### config.mk
export PLATFORM = sky130hd
export DESIGN_NAME = fetch_stage
export DESIGN_NICKNAME = d
export VERILOG_FILES = /design/src/rtl/riscv_pkg.sv /design/src/rtl/if_id_reg.sv /design/src/rtl/fetch_stage.sv
export SDC_FILE = /design/constraint.sdc
export NUM_CORES = 1
export LEC_CHECK = 0
export ABC_AREA = 1
export BUFFER_PORTS_ARGS = -buffer_cell sky130_fd_sc_hd__buf_2
export CAP_MARGIN = 20
export CORE_MARGIN = 2
export CORE_UTILIZATION = 55
export DETAILED_ROUTE_END_ITERATION = 8
export HOLD_SLACK_MARGIN = 0.05
export PLACE_DENSITY = 0.9
export SYNTH_ARGS = -nofsm -noshare
export SYNTH_HDL_FRONTEND = slang
export SYNTH_SLANG_ARGS = --single-unit
### constraint.sdc
create_clock -name clk -period 3.3 [get_ports clk]
set_clock_uncertainty 0.15 [all_clocks]
set_input_delay 0.165 -clock clk [delete_from_list [all_inputs] [get_ports clk]]
set_output_delay 0.165 -clock clk [all_outputs]
set_load 0.05 [all_outputs]
### src/rtl/riscv_pkg.sv
// Shared RV32 front-end definitions.
// Reset PC, bubble word, fetch FSM encoding, IF/ID bundle.
package riscv_pkg;

  localparam logic [31:0] RESET_PC_DEFAULT = 32'h0000_0000;
  localparam logic [31:0] NOP_WORD = 32'h0000_0013;

  localparam logic [1:0] FETCH = 2'd0;
  localparam logic [1:0] WAIT = 2'd1;
  localparam logic [1:0] HOLD = 2'd2;

  typedef struct packed {
    logic [31:0] instr;
    logic [31:0] pc;
    logic [31:0] pcPlus4;
    logic        valid;
  } if_id_t;

endpackage

### src/rtl/if_id_reg.sv
// IF/ID pipeline register.
// Flush and empty cycles load a bubble; stall holds.
module if_id_reg
  import riscv_pkg::*;
#(
  parameter logic [31:0] NOP_INSTR = NOP_WORD
) (
  input  logic        clk,
  input  logic        reset,
  input  logic        stall,
  input  logic        flush,
  input  logic        load,
  input  logic [31:0] instr,
  input  logic [31:0] pc,
  output if_id_t      ifId
);

  localparam if_id_t BUBBLE = '{
    instr:   NOP_INSTR,
    pc:      32'd0,
    pcPlus4: 32'd0,
    valid:   1'b0
  };

  // flush wins over everything; load never coincides with stall
  always_ff @(posedge clk) begin
    if (reset || flush) begin
      ifId <= BUBBLE;
    end else if (load) begin
      ifId <= '{
        instr:   instr,
        pc:      pc,
        pcPlus4: pc + 32'd4,
        valid:   1'b1
      };
    end else if (!stall) begin
      ifId <= BUBBLE;
    end
  end

endmodule

### src/rtl/fetch_stage.sv
// Instruction fetch stage with single-outstanding imem port.
// FETCH issues, WAIT collects, HOLD parks a word under stall.
module fetch_stage
  import riscv_pkg::*;
#(
  parameter logic [31:0] RESET_PC = RESET_PC_DEFAULT,
  parameter logic [31:0] NOP_INSTR = NOP_WORD
) (
  input  logic        clk,
  input  logic        reset,
  output logic        imem_req,
  output logic [31:0] imem_addr,
  input  logic        imem_rvalid,
  input  logic [31:0] imem_rdata,
  input  logic        stall_f,
  input  logic        flush_d,
  input  logic        redirect_valid,
  input  logic [31:0] redirect_pc,
  output logic [31:0] instr_d,
  output logic [31:0] pc_d,
  output logic [31:0] pcplus4_d,
  output logic        valid_d
);

  logic [1:0]  state;
  logic [1:0]  stateNext;
  logic [31:0] pc;
  logic [31:0] pcNext;
  logic [31:0] holdBuf;
  logic [31:0] holdNext;
  logic        kill;
  logic        killNext;
  logic        deliver;
  logic [31:0] deliverInstr;
  logic [31:0] target;
  if_id_t      ifId;

  assign target = {redirect_pc[31:2], 2'b00};
  assign imem_req = (state == FETCH) && !reset;
  assign imem_addr = pc;

  // next-state, pc, kill and hold-buffer decisions
  always_comb begin
    stateNext = state;
    pcNext = pc;
    killNext = kill;
    holdNext = holdBuf;
    deliver = 1'b0;
    deliverInstr = imem_rdata;
    unique case (1'b1)
      (state == FETCH): begin
        stateNext = WAIT;
        if (redirect_valid) begin
          pcNext = target;
          killNext = 1'b1;
        end
      end
      (state == WAIT): begin
        if (redirect_valid) begin
          pcNext = target;
          if (imem_rvalid) begin
            stateNext = FETCH;
            killNext = 1'b0;
          end else begin
            killNext = 1'b1;
          end
        end else if (imem_rvalid) begin
          if (kill) begin
            stateNext = FETCH;
            killNext = 1'b0;
          end else if (!stall_f) begin
            deliver = 1'b1;
            pcNext = pc + 32'd4;
            stateNext = FETCH;
          end else begin
            holdNext = imem_rdata;
            stateNext = HOLD;
          end
        end
      end
      (state == HOLD): begin
        deliverInstr = holdBuf;
        if (redirect_valid) begin
          pcNext = target;
          holdNext = NOP_INSTR;
          stateNext = FETCH;
        end else if (!stall_f) begin
          deliver = 1'b1;
          pcNext = pc + 32'd4;
          holdNext = NOP_INSTR;
          stateNext = FETCH;
        end
      end
      default: begin
        stateNext = FETCH;
      end
    endcase
  end

  // fetch state registers
  always_ff @(posedge clk) begin
    if (reset) begin
      state <= FETCH;
      pc <= RESET_PC;
      kill <= 1'b0;
      holdBuf <= NOP_INSTR;
    end else begin
      state <= stateNext;
      pc <= pcNext;
      kill <= killNext;
      holdBuf <= holdNext;
    end
  end

  if_id_reg #(
    .NOP_INSTR(NOP_INSTR)
  ) u_ifId (
    .clk  (clk),
    .reset(reset),
    .stall(stall_f),
    .flush(flush_d | redirect_valid),
    .load (deliver),
    .instr(deliverInstr),
    .pc   (pc),
    .ifId (ifId)
  );

  assign instr_d = ifId.instr;
  assign pc_d = ifId.pc;
  assign pcplus4_d = ifId.pcPlus4;
  assign valid_d = ifId.valid;

endmodule

==> After elaboration in Yosys (flattened, before gate mapping) <==
Index checks and enable logic that the tools add are counted.
{ "classes": {"add_sub_neg": 1, "n_mul": 0, "n_div": 0, "order_cmp": 0, "eq_ne": 11, "shift": 0, "mux": 36, "bitwise": 1, "n_reduce_logical": 11} }
{ "op_table": {"columns": ["operator", "n"], "rows": [
  ["$mux 32", 13],
  ["$mux 97", 2],
  ["$pmux 32 s3", 1],
  ["$pmux 32 s2", 1],
  ["$add 32x3->32 const B", 1],
  ["$mux 2", 7],
  ["$ne 2x2->1 const B", 5],
  ["$mux 1", 9],
  ["$ne 3x3->1 const B", 3],
  ["$pmux 2 s3", 1],
  ["$reduce_and 6->1", 1],
  ["$pmux 1 s2", 2],
  ["$reduce_and 4->1", 1],
  ["$reduce_bool 2->1", 2],
  ["$reduce_and 3->1", 1],
  ["$reduce_bool 3->1", 1],
  ["$eq 2x1->1 const B", 1],
  ["$eq 2x2->1 const B", 1],
  ["$logic_not 2->1", 1],
  ["$ne 2x1->1 const B", 1],
  ["$reduce_and 2->1", 1],
  ["$logic_and 1x1->1", 1],
  ["$logic_not 1->1", 1],
  ["$logic_or 1x1->1", 1],
  ["$or 1x1->1", 1]
]} }
{ "totals": {"reg_bits": 164, "latchBits": 0, "ramBits": 0, "mem_bits_ro": 0, "in_bits": 70, "out_inout_bits": 130, "elab_cells": 68, "mem_count": 0} }

==> Logic depth before layout (Yosys ltp) <==
{ "depth": {"depth_word": 6, "depth_mapped": 11, "mapped_depth_nobuf": 10} }

==> Cells and area by module <==
Synthesis repeated with hierarchy kept, for this count alone.
{ "unflattened": {"hier_cells": 1261, "area_unflattened_um2": 8050.2} }
{ "modules_own_cells": {"columns": ["mod", "n_inst", "cells_per_inst", "area_each_um2", "seq_area_each_um2"], "rows": [
  ["if_id_reg", 1, 594, 4083.9, 1901.8],
  ["fetch_stage", 1, 667, 3966.3, 1301.2]
]} }

==> Worst setup path before layout <==
Ideal clock, no wire load.
{ "synth_timing": {"kind": "register -> register", "startpoint": "register pc[2] (netlist: imem_addr[2])", "endpoint": "register, netlist name u_ifId.ifId[15]", "arrival_time_ns": 1.858, "t_required_ns": 3.084, "setup_slack_ns": 1.226, "stages_incl_launch_ff": 9, "period_less_slack_ns": 2.074, "path_cell_list": "dfxtp_1 ha_1 inv_1 nor2_2 nand2_4 nor2_4 xor2_1 nand2_1 a21oi_2"} }
{ "synth_between": {"elab_chain_len": 2} }
{ "synth_rtl": {"columns": ["item", "line", "rtl"], "rows": [
  ["start, declared", "fetch_stage.sv:27", "logic [31:0] pc;"],
  ["start signal, assigned", "fetch_stage.sv:109", "pc <= pcNext;"],
  ["$add 32x3->32", "if_id_reg.sv:33", "pcPlus4: pc + 32'd4,"],
  ["$mux 97", "if_id_reg.sv:29", "end else if (load) begin"]
]} }
No other way between the ends.
A chain may end at the register's enable or synchronous reset.

==> Worst setup path in the final report <==
{ "layout_timing": {"startpoint": "register state[1]", "endpoint": "register, netlist name u_ifId.ifId[66]"} }
{ "layout_between": {"elab_chain_len": 3} }
{ "layout_rtl": {"columns": ["item", "line", "rtl"], "rows": [
  ["start, declared", "fetch_stage.sv:25", "logic [1:0] state;"],
  ["start signal, assigned", "fetch_stage.sv:108", "state <= stateNext;"],
  ["$eq 2x2->1 / $eq 2x1->1 (equally long branches)", "fetch_stage.sv:81, fetch_stage.sv:58", null],
  ["$pmux 1 s2 / $mux 32 (equally long branches)", "fetch_stage.sv:50", "unique case (1'b1)"],
  ["$ne 2x1->1 (no source line) / $mux 97 (equally long branches)", null, null]
]} }
Several ways; a longest one is shown, not always the timed one.

==> out/summary.log <==
[setup_path] highest net fanout along the worst path 33
[yosys] total of warnings raised by yosys 0
[placement] Detailed Place HPWL 13500 µm
[cts] TritonCTS clock tree built
[floorplan] initial core utilization 55.7%
[floorplan] IO Count 200
[setup_path] Critical Path RT 3460 ps
[floorplan] core area 13100 µm²
[route] vias post-DR 8049
[sta] final clock period utilization by the worst path 95.2%
[cts] clock latency reported for the late side of the worst-skew pair 420 ps
[global_route] number of global-route vias before repair 7867
[route] total DRC errors in the routed layout 0
[global_route] largest net degree at the start of global routing 88
[floorplan] height of the die 119 µm
[cts] clock-pin slew of the registers on the worst-case setup and hold paths 60 ps
[hold_path] Cells on Worst Hold Path 2
[sta] Fin Setup TNS 0 ps
[placement] Port Buffer Count 191
[layout] Non-Filler Instances 1495
[route] total routed wirelength 22500 µm
[layout] synthesis-to-layout area growth 31.9%
[global_route] combined global-route utilization of all metal layers 32.1%
[setup_path] slowest cell on the critical path dlygate4sd3_1
[floorplan] die width 119 µm
[layout] Inserted Diodes 0
[setup_path] startpoint kind of the worst setup timing path flop
[placement] Cell Area, Placed 8230 µm²
[cts] root buffer selected by CTS clkbuf_16
[yosys] most common flop cell mapped by yosys dfxtp_1
[setup_path] kind of end point of the critical path flop
[global_route] wire length of the first global-routing pass 37000 µm
[global_route] antenna violations before repair 0
[setup_path] critical path's top delay family buffers and inverters
[placement] global placer's final weighted congestion 0.910
[cts] worst-case clock buffer depth 2
[route] remaining number of nets flagged by the antenna check after routing 0
[yosys] Post-synth top cells 445 x nand2_1, 166 x a21oi_1, 158 x dfxtp_1, 54 x nor2_1, 50 x inv_1
[pwr] pwr dens 507 nW/µm²
[layout] share of final-layout standard cells stronger than drive strength 1 20.4%
[setup_path] length in cells of the worst reg-to-reg path 12
[run_status] status completed
[setup_path] critical path type flop to flop
[yosys] combined area of all synthesized cells 7290 µm²
[global_route] overflow left after global routing 0
[floorplan] full die area 14200 µm²
[placement] post-placement setup slack 763 ps
[setup_path] Cell Chain, Critical Path inv_1 > ha_1 > inv_1 > nor2_2 > buf_4 > nand3_1 > inv_2 > buf_4 > o21ai_0 > o21ai_0 > dlygate4sd3_1 > nand2_1
[yosys] Mapped Cells 1069
[sta] unrepaired setup endpoints after global routing false
[sta] number of setup violations in the final report 0
[sta] transition time at the pin with the least slew margin 974 ps
[yosys] number of library cell types mapped by synthesis 29
[run] Maximum Capacitance Violations 0
[yosys] count of flip-flops with a built-in enable after synthesis 0
[cts] number of sinks driven by the clock tree 158
[setup_path] number of stages on the worst setup path 12
[yosys] area fraction of the dominant cell type after synthesis 43.4%
[layout] final core utilization 73.4%
[sta] max_slew headroom 35.0%
[route] detailed-routing iteration count for the pre-antenna-repair pass 6
[layout] number of nets at the end of the flow 1382
[placement] post-placement cell count 1386
[pwr] leakage power summed over all cells 4.21 nW
[yosys] dominant cell by count in the synthesized netlist nand2_1
[yosys] synth top area cells dfxtp_1 43%, nand2_1 23%, a21oi_1 11%, o21ai_0 2.8%, nor2_1 2.8%
[hold_path] classification of the worst-slack hold path flop to flop
[sta] time the worst path needs with I/O delays and setup 3140 ps
[layout] final instance area 9610 µm²
[sta] maximum clock frequency 318 MHz
[sta] Final Worst Setup Slack 158 ps
[route] first-iteration detailed-routing DRC count 793
[yosys] Seq cells post-synth 158
[yosys] synthesized area per cell 6.82 µm²
[floorplan] FP Rows 42
[yosys] sequential element share of the synthesized area 43.4%
[sta] count of final max-slew check failures 0
[cts] Num CTS Buffers 17
[setup_path] CP bufs+invs 6
[route] routed vias/inst 5.38
[cts] # resized after CTS 0
[setup_path] data arrival time of the worst path 3310 ps
[pwr] VDD IR max 331 µV
[cts] CTS HTree Levels 4
[yosys] Yosys top cell by area dfxtp_1
[yosys] FFs w/ async S/R, synth 0%
[sta] final hold violation count 0
[setup_path] largest stage delay on the critical path 590 ps
[route] DR WL/cell 15.1 µm
## power by group
| group | switching, mW | total [mW] | internal (mW) |
|---|---|---|---|
| Sequential | 0.103 | 2.08 | 1.98 |
| Clock | 0.777 | 2.03 | 1.25 |
| Combinational | 0.522 | 0.763 | 0.241 |
## path summary, 6_finish.rpt
check                        from         endpoint  slack (ps)
setup / recovery         state[1]  u_ifId.ifId[66]         160
hold reg to reg   u_ifId.ifId[83]  u_ifId.ifId[83]         300
setup reg to reg         state[1]  u_ifId.ifId[66]         160
hold / removal    u_ifId.ifId[83]  u_ifId.ifId[83]         300
## timing repair
| action | CTS | global route |
|---|---|---|
| setup buffers | 0 | 0 |
| hold endpoints to repair | 99 | 0 |
| hold buffers | 77 | 0 |
## layer usage
metal	up-vias	part of all wire (%)	global-route usage (%)
li1	3849	-	-
met1	3705	39	36.5
met2	415	50	55.9
met3	80	8.1	7.71
met4	0	3.7	16.6
met5	-	0	0
## layout make-up
type	count	area [µm²]
well taps	176	220
clock buffers	23	478
multi-input cells	792	3550
fillers	914	3480
repair buffers	281	1850
inverters	56	211
flip-flops and latches	158	3160
clock inverters	9	134
## state kept, by name, indices dropped and copies added (netlist names)
signal / count
u_ifId.ifId: 93
holdBuf: 32
imem_addr: 30
state: 2
kill: 1
## layout by cell type (no fill, tap or decap), types with 2 or more instances in the layout
cell type | synthesis | final
dfxtp_1 | 158 | 158
inv_1 | 50 | 50
buf_4 | 10 | 12
buf_12 | 0 | 2
clkinv_2 | 0 | 3
inv_2 | 6 | 5
ha_1 | 6 | 6
xor2_2 | 2 | 2
o21ai_0 | 41 | 41
nor2_4 | 4 | 4
dlygate4sd3_1 | 0 | 77
xor2_1 | 13 | 13
nand3_1 | 21 | 20
a21oi_2 | 4 | 4
nand2_1 | 445 | 445
conb_1 | 1 | 6
nor2_2 | 10 | 10
a211oi_1 | 5 | 5
a21oi_1 | 166 | 166
clkbuf_1 | 21 | 3
clkinv_4 | 0 | 3
nor2_1 | 54 | 54
bufinv_16 | 0 | 3
clkbuf_16 | 0 | 17
buf_2 | 26 | 190
o211ai_1 | 3 | 3
nand2_2 | 6 | 6
clkbuf_8 | 0 | 3
## cells by family (layout without fill, tap and decap cells)
kind of cell / count (synthesis) / after routing / share of synthesized area (%)
other: 1 / 6 / 0.0515
AOI/OAI and AO/OA: 220 / 220 / 15.6
buffers and inverters: 124 / 369 / 8.17
and+or+nand+nor: 545 / 545 / 29.7
adders and majority gates: 6 / 6 / 1.03
xor gates and xnor gates: 15 / 15 / 2.01
DFF: 158 / 158 / 43.4
## tightest hold or removal path, cell delays in order, from the launching register on
cell	delay [ps]
dfxtp_1	300
nand2_1	50
a21oi_1	50
## stage by stage
step	hold slack [ps]	total power [mW]
after floorplan	159	2.61
after global placement	272	2.77
after detailed placement	289	2.78
after CTS	302	4.85
after global routing	318	5.04
final	299	4.87
Note: power is estimated with default switching activity, not from simulation.
